File: src/rtl/poly_eval_horner_pkg.sv
// Shared types and limits for the Horner polynomial evaluator.
package poly_pkg;

  typedef enum logic [2:0] {
    S_LOAD_X      = 3'd0,
    S_LOAD_X_WAIT = 3'd1,
    S_LOAD_C      = 3'd2,
    S_LOAD_C_WAIT = 3'd3,
    S_INIT        = 3'd4,
    S_STEP        = 3'd5,
    S_DONE        = 3'd6
  } statetype;

  localparam int MAX_DEGREE = 15;
  localparam int IDX_W      = 4;

endpackage

File: src/rtl/poly_eval_horner_if.sv
// Operand strobe / result bus between the switch-and-key front end and the evaluator.
interface poly_eval_horner_if #(
  parameter int WIDTH = 8
);
  // Go is a level: high = key pressed, low = released. DataIn is taken on a press.
  logic             Go;
  logic [WIDTH-1:0] DataIn;
  logic [WIDTH-1:0] DataResult;
  logic             ResultValid;
  logic             Overflow;
  logic             Busy;

  modport master (
    output Go, DataIn,
    input  DataResult, ResultValid, Overflow, Busy
  );

  modport slave (
    input  Go, DataIn,
    output DataResult, ResultValid, Overflow, Busy
  );
endinterface

File: src/rtl/poly_eval_horner_mac.sv
// Combinational Horner step: y = a*b + c with wrap or clamp, plus an overflow flag.
module poly_mac #(
  parameter int WIDTH    = 8,
  parameter int SATURATE = 0
) (
  input  logic [WIDTH-1:0] a,
  input  logic [WIDTH-1:0] b,
  input  logic [WIDTH-1:0] c,
  output logic [WIDTH-1:0] y,
  output logic             ovf
);
  localparam int FW = 2 * WIDTH + 1;

  logic [FW-1:0] full;

  // Full-width product plus addend can never exceed 2*WIDTH+1 bits.
  assign full = ({{(WIDTH + 1){1'b0}}, a} * {{(WIDTH + 1){1'b0}}, b})
              + {{(WIDTH + 1){1'b0}}, c};
  assign ovf  = |full[FW-1:WIDTH];
  assign y    = ((SATURATE != 0) && ovf) ? {WIDTH{1'b1}} : full[WIDTH-1:0];
endmodule

File: src/rtl/poly_eval_horner.sv
// Serial-load polynomial evaluator: loads x then c[D]..c[0], then runs one Horner step per clock.
module poly_eval_horner
  import poly_pkg::*;
#(
  parameter int WIDTH    = 8,
  parameter int DEGREE   = 3,
  parameter int SATURATE = 0
) (
  input  logic               Clock,
  input  logic               Resetn,
  poly_eval_horner_if.slave  bus,
  output statetype           dbg_state_o
);

  if (DEGREE < 0 || DEGREE > MAX_DEGREE) begin : g_bad_degree
    $error("poly_eval_horner: DEGREE %0d outside 0..%0d", DEGREE, MAX_DEGREE);
  end
  if (WIDTH < 2 || WIDTH > 32) begin : g_bad_width
    $error("poly_eval_horner: WIDTH %0d outside 2..32", WIDTH);
  end

  localparam logic [IDX_W-1:0] D_IDX = IDX_W'(DEGREE);

  statetype         state_q;
  logic [WIDTH-1:0] x_q;
  logic [WIDTH-1:0] acc_q;
  logic [IDX_W-1:0] idx_q;
  logic [WIDTH-1:0] result_q;
  logic             valid_q;
  logic             ovf_q;
  logic [WIDTH-1:0] coef_q [DEGREE+1];

  logic [WIDTH-1:0] coef_sel;
  logic [WIDTH-1:0] acc_d;
  logic             step_ovf;

  // Read mux over the register file keyed on the 4-bit index.
  always_comb begin
    coef_sel = '0;
    for (int i = 0; i <= DEGREE; i++) begin
      if (idx_q == IDX_W'(i)) coef_sel = coef_q[i];
    end
  end

  poly_mac #(
    .WIDTH    (WIDTH),
    .SATURATE (SATURATE)
  ) u_mac (
    .a   (acc_q),
    .b   (x_q),
    .c   (coef_sel),
    .y   (acc_d),
    .ovf (step_ovf)
  );

  always_ff @(posedge Clock) begin
    if (!Resetn) begin
      state_q  <= S_LOAD_X;
      x_q      <= '0;
      acc_q    <= '0;
      idx_q    <= '0;
      result_q <= '0;
      valid_q  <= 1'b0;
      ovf_q    <= 1'b0;
      for (int i = 0; i <= DEGREE; i++) coef_q[i] <= '0;
    end else begin
      case (state_q)
        S_LOAD_X: begin
          if (bus.Go) begin
            x_q     <= bus.DataIn;
            valid_q <= 1'b0;
            ovf_q   <= 1'b0;
            idx_q   <= D_IDX;
            state_q <= S_LOAD_X_WAIT;
          end
        end
        S_LOAD_X_WAIT: if (!bus.Go) state_q <= S_LOAD_C;
        S_LOAD_C: begin
          if (bus.Go) begin
            for (int i = 0; i <= DEGREE; i++) begin
              if (idx_q == IDX_W'(i)) coef_q[i] <= bus.DataIn;
            end
            state_q <= S_LOAD_C_WAIT;
          end
        end
        S_LOAD_C_WAIT: begin
          if (!bus.Go) begin
            if (idx_q == '0) begin
              state_q <= S_INIT;
            end else begin
              idx_q   <= idx_q - 1'b1;
              state_q <= S_LOAD_C;
            end
          end
        end
        S_INIT: begin
          acc_q <= coef_q[DEGREE];
          if (DEGREE == 0) begin
            state_q <= S_DONE;
          end else begin
            idx_q   <= D_IDX - 1'b1;
            state_q <= S_STEP;
          end
        end
        S_STEP: begin
          acc_q <= acc_d;
          ovf_q <= ovf_q | step_ovf;
          if (idx_q == '0) state_q <= S_DONE;
          else             idx_q   <= idx_q - 1'b1;
        end
        S_DONE: begin
          result_q <= acc_q;
          valid_q  <= 1'b1;
          // A key still held from compute must be released before the next x.
          if (!bus.Go) state_q <= S_LOAD_X;
        end
        default: state_q <= S_LOAD_X;
      endcase
    end
  end

  assign bus.DataResult  = result_q;
  assign bus.ResultValid = valid_q;
  assign bus.Overflow    = ovf_q;
  assign bus.Busy        = (state_q == S_INIT) || (state_q == S_STEP) || (state_q == S_DONE);
  assign dbg_state_o     = state_q;

endmodule

File: src/flat_wrapper.sv
// flat-port wrapper written by rule: the top's interface ports become plain ports
module poly_eval_horner_flat import poly_pkg::*;
#(
  parameter int WIDTH    = 8,
  parameter int DEGREE   = 3,
  parameter int SATURATE = 0
)
  (Clock, Resetn, dbg_state_o, bus_Go, bus_DataIn, bus_DataResult, bus_ResultValid, bus_Overflow, bus_Busy);
  poly_eval_horner_if #(.WIDTH(WIDTH)) bus_i ();
  input  logic Clock;
  input  logic Resetn;
  output statetype dbg_state_o;
  input wire logic [$bits(bus_i.Go)-1:0] bus_Go;
  input wire logic [$bits(bus_i.DataIn)-1:0] bus_DataIn;
  output wire logic [$bits(bus_i.DataResult)-1:0] bus_DataResult;
  output wire logic [$bits(bus_i.ResultValid)-1:0] bus_ResultValid;
  output wire logic [$bits(bus_i.Overflow)-1:0] bus_Overflow;
  output wire logic [$bits(bus_i.Busy)-1:0] bus_Busy;
  assign bus_i.Go = bus_Go;
  assign bus_i.DataIn = bus_DataIn;
  assign bus_DataResult = bus_i.DataResult;
  assign bus_ResultValid = bus_i.ResultValid;
  assign bus_Overflow = bus_i.Overflow;
  assign bus_Busy = bus_i.Busy;
  poly_eval_horner #(.WIDTH(WIDTH), .DEGREE(DEGREE), .SATURATE(SATURATE)) u_core (.Clock(Clock), .Resetn(Resetn), .bus(bus_i), .dbg_state_o(dbg_state_o));
endmodule
File: config.mk
export PLATFORM = sky130hd
export DESIGN_NAME = poly_eval_horner_flat
export DESIGN_NICKNAME = d
export VERILOG_FILES = /design/src/rtl/poly_eval_horner_pkg.sv /design/src/rtl/poly_eval_horner_if.sv /design/src/rtl/poly_eval_horner_mac.sv /design/src/rtl/poly_eval_horner.sv /design/src/flat_wrapper.sv
export SDC_FILE = /design/constraint.sdc
export NUM_CORES = 1
export LEC_CHECK = 0
export ABC_AREA = 0
export CORE_ASPECT_RATIO = 1.25
export CORE_UTILIZATION = 52
export DETAILED_ROUTE_END_ITERATION = 16
export PLACE_DENSITY = 0.7
export SYNTH_ARGS = -nofsm -noshare
export SYNTH_HDL_FRONTEND = slang
export SYNTH_SLANG_ARGS = --single-unit
File: constraint.sdc
create_clock -name Clock -period 8.6 [get_ports Clock]
set_clock_uncertainty 0.1 [all_clocks]
set_input_delay 2.15 -clock Clock [delete_from_list [all_inputs] [get_ports Clock]]
set_output_delay 2.15 -clock Clock [all_outputs]
set_load 0.03 [all_outputs]
==> metrics.txt <==
worst-path fanout max=13; RR Startpoint=u_core.idx_q[3]; ant diodes=0; vias in the first global route=roughly 4,200; register area share after synthesis=approximately 30%; LEAKAGE=2.75 nW; Die X=between 90 and 100 µm; worst setup margin=roughly 1.9 ns; fin crit share=roughly four fifths; Max Cap Viol=0; via density per instance=5.63; RePlAce Congestion=0.877; crit start category=flip-flop; synthesis-to-finish area growth=12.5%; IO Count=25; final setup TNS=0 ns; fin. max-slew vios=0; largest net degree at the start of global routing=39; Synth top area share=17.7%; final core occ=60.4%; Worst R2R Setup Slack=1.88 ns; pre-CTS WS=~2 ns; Syn Area/Cell=9.31 µm²; crit path DAT=a little under 7 ns; placed instance count=slightly above 700; unrepaired setup endpoints after global routing=no; initial antenna violation count=0; PwrDens=~150 mW/mm²; Sinks on Clock Net=65; share of post-route cells with drive strength above 1=between 3 and 4%; fmax=149 MHz; ys async rst share=0%; hold depth=2; largest area contributor in the netlist=edfxtp_1; CTS buffer count=9; final global-route overflow total=0; Skew-Pair Late Insertion Delay=approximately 0.33 ns; clock slew seen by the registers of the worst setup and hold paths=around 0.06 ns; CTS root buf=clkbuf_16; R2R cell count=21; Worst Setup EP=u_core.bus.Overflow; top post-synthesis cells by count=and2_1 (77), inv_1 (73), nand2_1 (67), ha_1 (45), fa_1 (44); Max clock buf depth=2; # Post-CTS Setup Buffers=0; Worst slew margin=between 20% and 30%; DIE AREA=0.0108 mm²; Post-synth EDFFs=32; top-count cell post-synth=and2_1; Initial Util=53.6%; CP Launch Point=u_core.idx_q[3]; port bufs=24; Finished Layout Cells=about 730; number of levels in the clock H-tree=3; endpoints failing hold=0; routed via count=4,085; Rows=41; syn_nets=682; Core Region=approximately 0.01 mm²; VDD IR-drop max=roughly 110 µV; R2R Path End=u_core.bus.Overflow; main flop type after synthesis=dfxtp_1; Setup violations, final=0; detail-routed net length per standard cell=16.4 µm; Routed Antenna Nets=0; Mapped Cells=about 580; Starting DRT DRC Count=between 200 and 300; fin crit period=around 6.7 ns; Total Power=0.894 mW; Worst EP required=8.70 ns; post-cts sizing count=0; FF+latch count, synth=65; unique cell type count in the Yosys netlist=54; Final #Nets=between 600 and 700; fillers=842; Total GRT Usage=between 20% and 30%; HPWL Detailed=9200 µm; TritonRoute pass-1 iters=5; outcome=finished, final reports clean; Worst Tran Pin Value=1.17 ns; TritonCTS clock tree=yes; Routed WL=11,900 µm; Synth area leaders=edfxtp_1 (18%), fa_1 (16%), dfxtp_1 (12%); cts hold-fix bufs=0; Hold Path Class=reg2reg; Syn. warnings=0; DRC=0; first-pass GRT wire length=19,800 µm; DIE HEIGHT=around 120 µm; Crit. End Element=flip-flop; kind of critical path=reg2reg; Synth Cell Area=around 0.0054 mm²
## power by group
group	switching [mW]	total [mW]	internal, mW
combinational	0.0600	0.0973	0.0372
clock	0.137	0.450	0.313
sequential	0.0123	0.347	0.334
## worst min path at each step
stage                                 startpoint                endpoint  slack, ns
after floorplan                  u_core.idx_q[3]         u_core.idx_q[3]       0.40
after global placement    u_core.bus.ResultValid  u_core.bus.ResultValid       0.36
after detailed placement  u_core.bus.ResultValid  u_core.bus.ResultValid       0.36
after CTS                 u_core.bus.ResultValid  u_core.bus.ResultValid       0.37
after global routing      u_core.bus.ResultValid  u_core.bus.ResultValid       0.40
final                     u_core.bus.ResultValid  u_core.bus.ResultValid       0.36
## cells in the final DEF, fill, tap and decap left out, types with 3 or more instances in the layout
cell type,instances
and2_1,77
inv_1,73
nand2_1,67
ha_1,45
fa_1,44
dfxtp_1,33
edfxtp_1,32
clkdlybuf4s50_1,24
nor2_1,22
a21oi_1,21
o21ai_0,20
mux2i_1,15
nor2b_1,14
a21boi_0,13
clkbuf_16,9
nor3_1,7
o211a_1,7
a222oi_1,6
nand3_1,5
xnor2_1,5
nand2b_1,4
bufinv_16,4
a211oi_1,3
nor4_1,3
a31oi_1,3
## worst max-delay path, cell delays in order, from the launching register on
cell and delay [ns]:
dfxtp_1 0.33, nor2_1 0.61, nand2_1 0.28, nor2_1 0.47
a222oi_1 0.13, nor3_1 0.21, a21oi_1 0.09, fa_1 0.51
inv_1 0.06, fa_1 0.49, fa_1 0.49, inv_1 0.05
fa_1 0.53, inv_1 0.04, ha_1 0.38, a21oi_1 0.34
o21ai_0 0.19, a211oi_1 0.51, o21ai_0 0.21, mux2i_1 0.15
nor4_1 0.29, a31oi_1 0.12
## per-stage QoR
step | hold WS (ns) | area [µm²]
floorplan | 0.397 | 5420
global placement | 0.363 | 5730
CTS | 0.367 | 6100
finish | 0.363 | 6100
global route | 0.400 | 6100
detailed placement | 0.359 | 5730
## kinds of logic after synthesis
family,count (synthesis),synth area share (%)
DFF,65,29.9
muxes,16,2.98
buffers and inverters,99,6.86
AOI/OAI and AO/OA,95,12.4
adders and majority gates,89,26.6
xor gates and xnor gates,6,0.970
and+or+nand+nor,212,20.3
## flip-flops by register name, summed over array words and instances (netlist names)
register / cells
u_core.idx_q: 4
u_core.x_q: 8
u_core.bus.Overflow: 1
u_core.bus.ResultValid: 1
u_core.dbg_state_o: 3
u_core.bus.DataResult: 8
u_core.coef_q: 32
u_core.acc_q: 8
## layer usage
layer	global-route usage (%)	share of wire [%]
met5	0	0
met4	11.0	3.4
met3	4.30	3.0
met2	42.7	53
met1	28.3	41
## area by class of cell
class | instances | area, µm² | area share, %
multi-input combinational | 418 | 3430 | 56.2
sequential | 65 | 1620 | 26.6
inverter | 73 | 274 | 4.49
timing repair buffer | 25 | 248 | 4.06
clock buffer | 9 | 225 | 3.69
tap | 129 | 161 | 2.65
clock inverter | 7 | 143 | 2.34
Note: power is estimated with default switching activity, not from simulation.
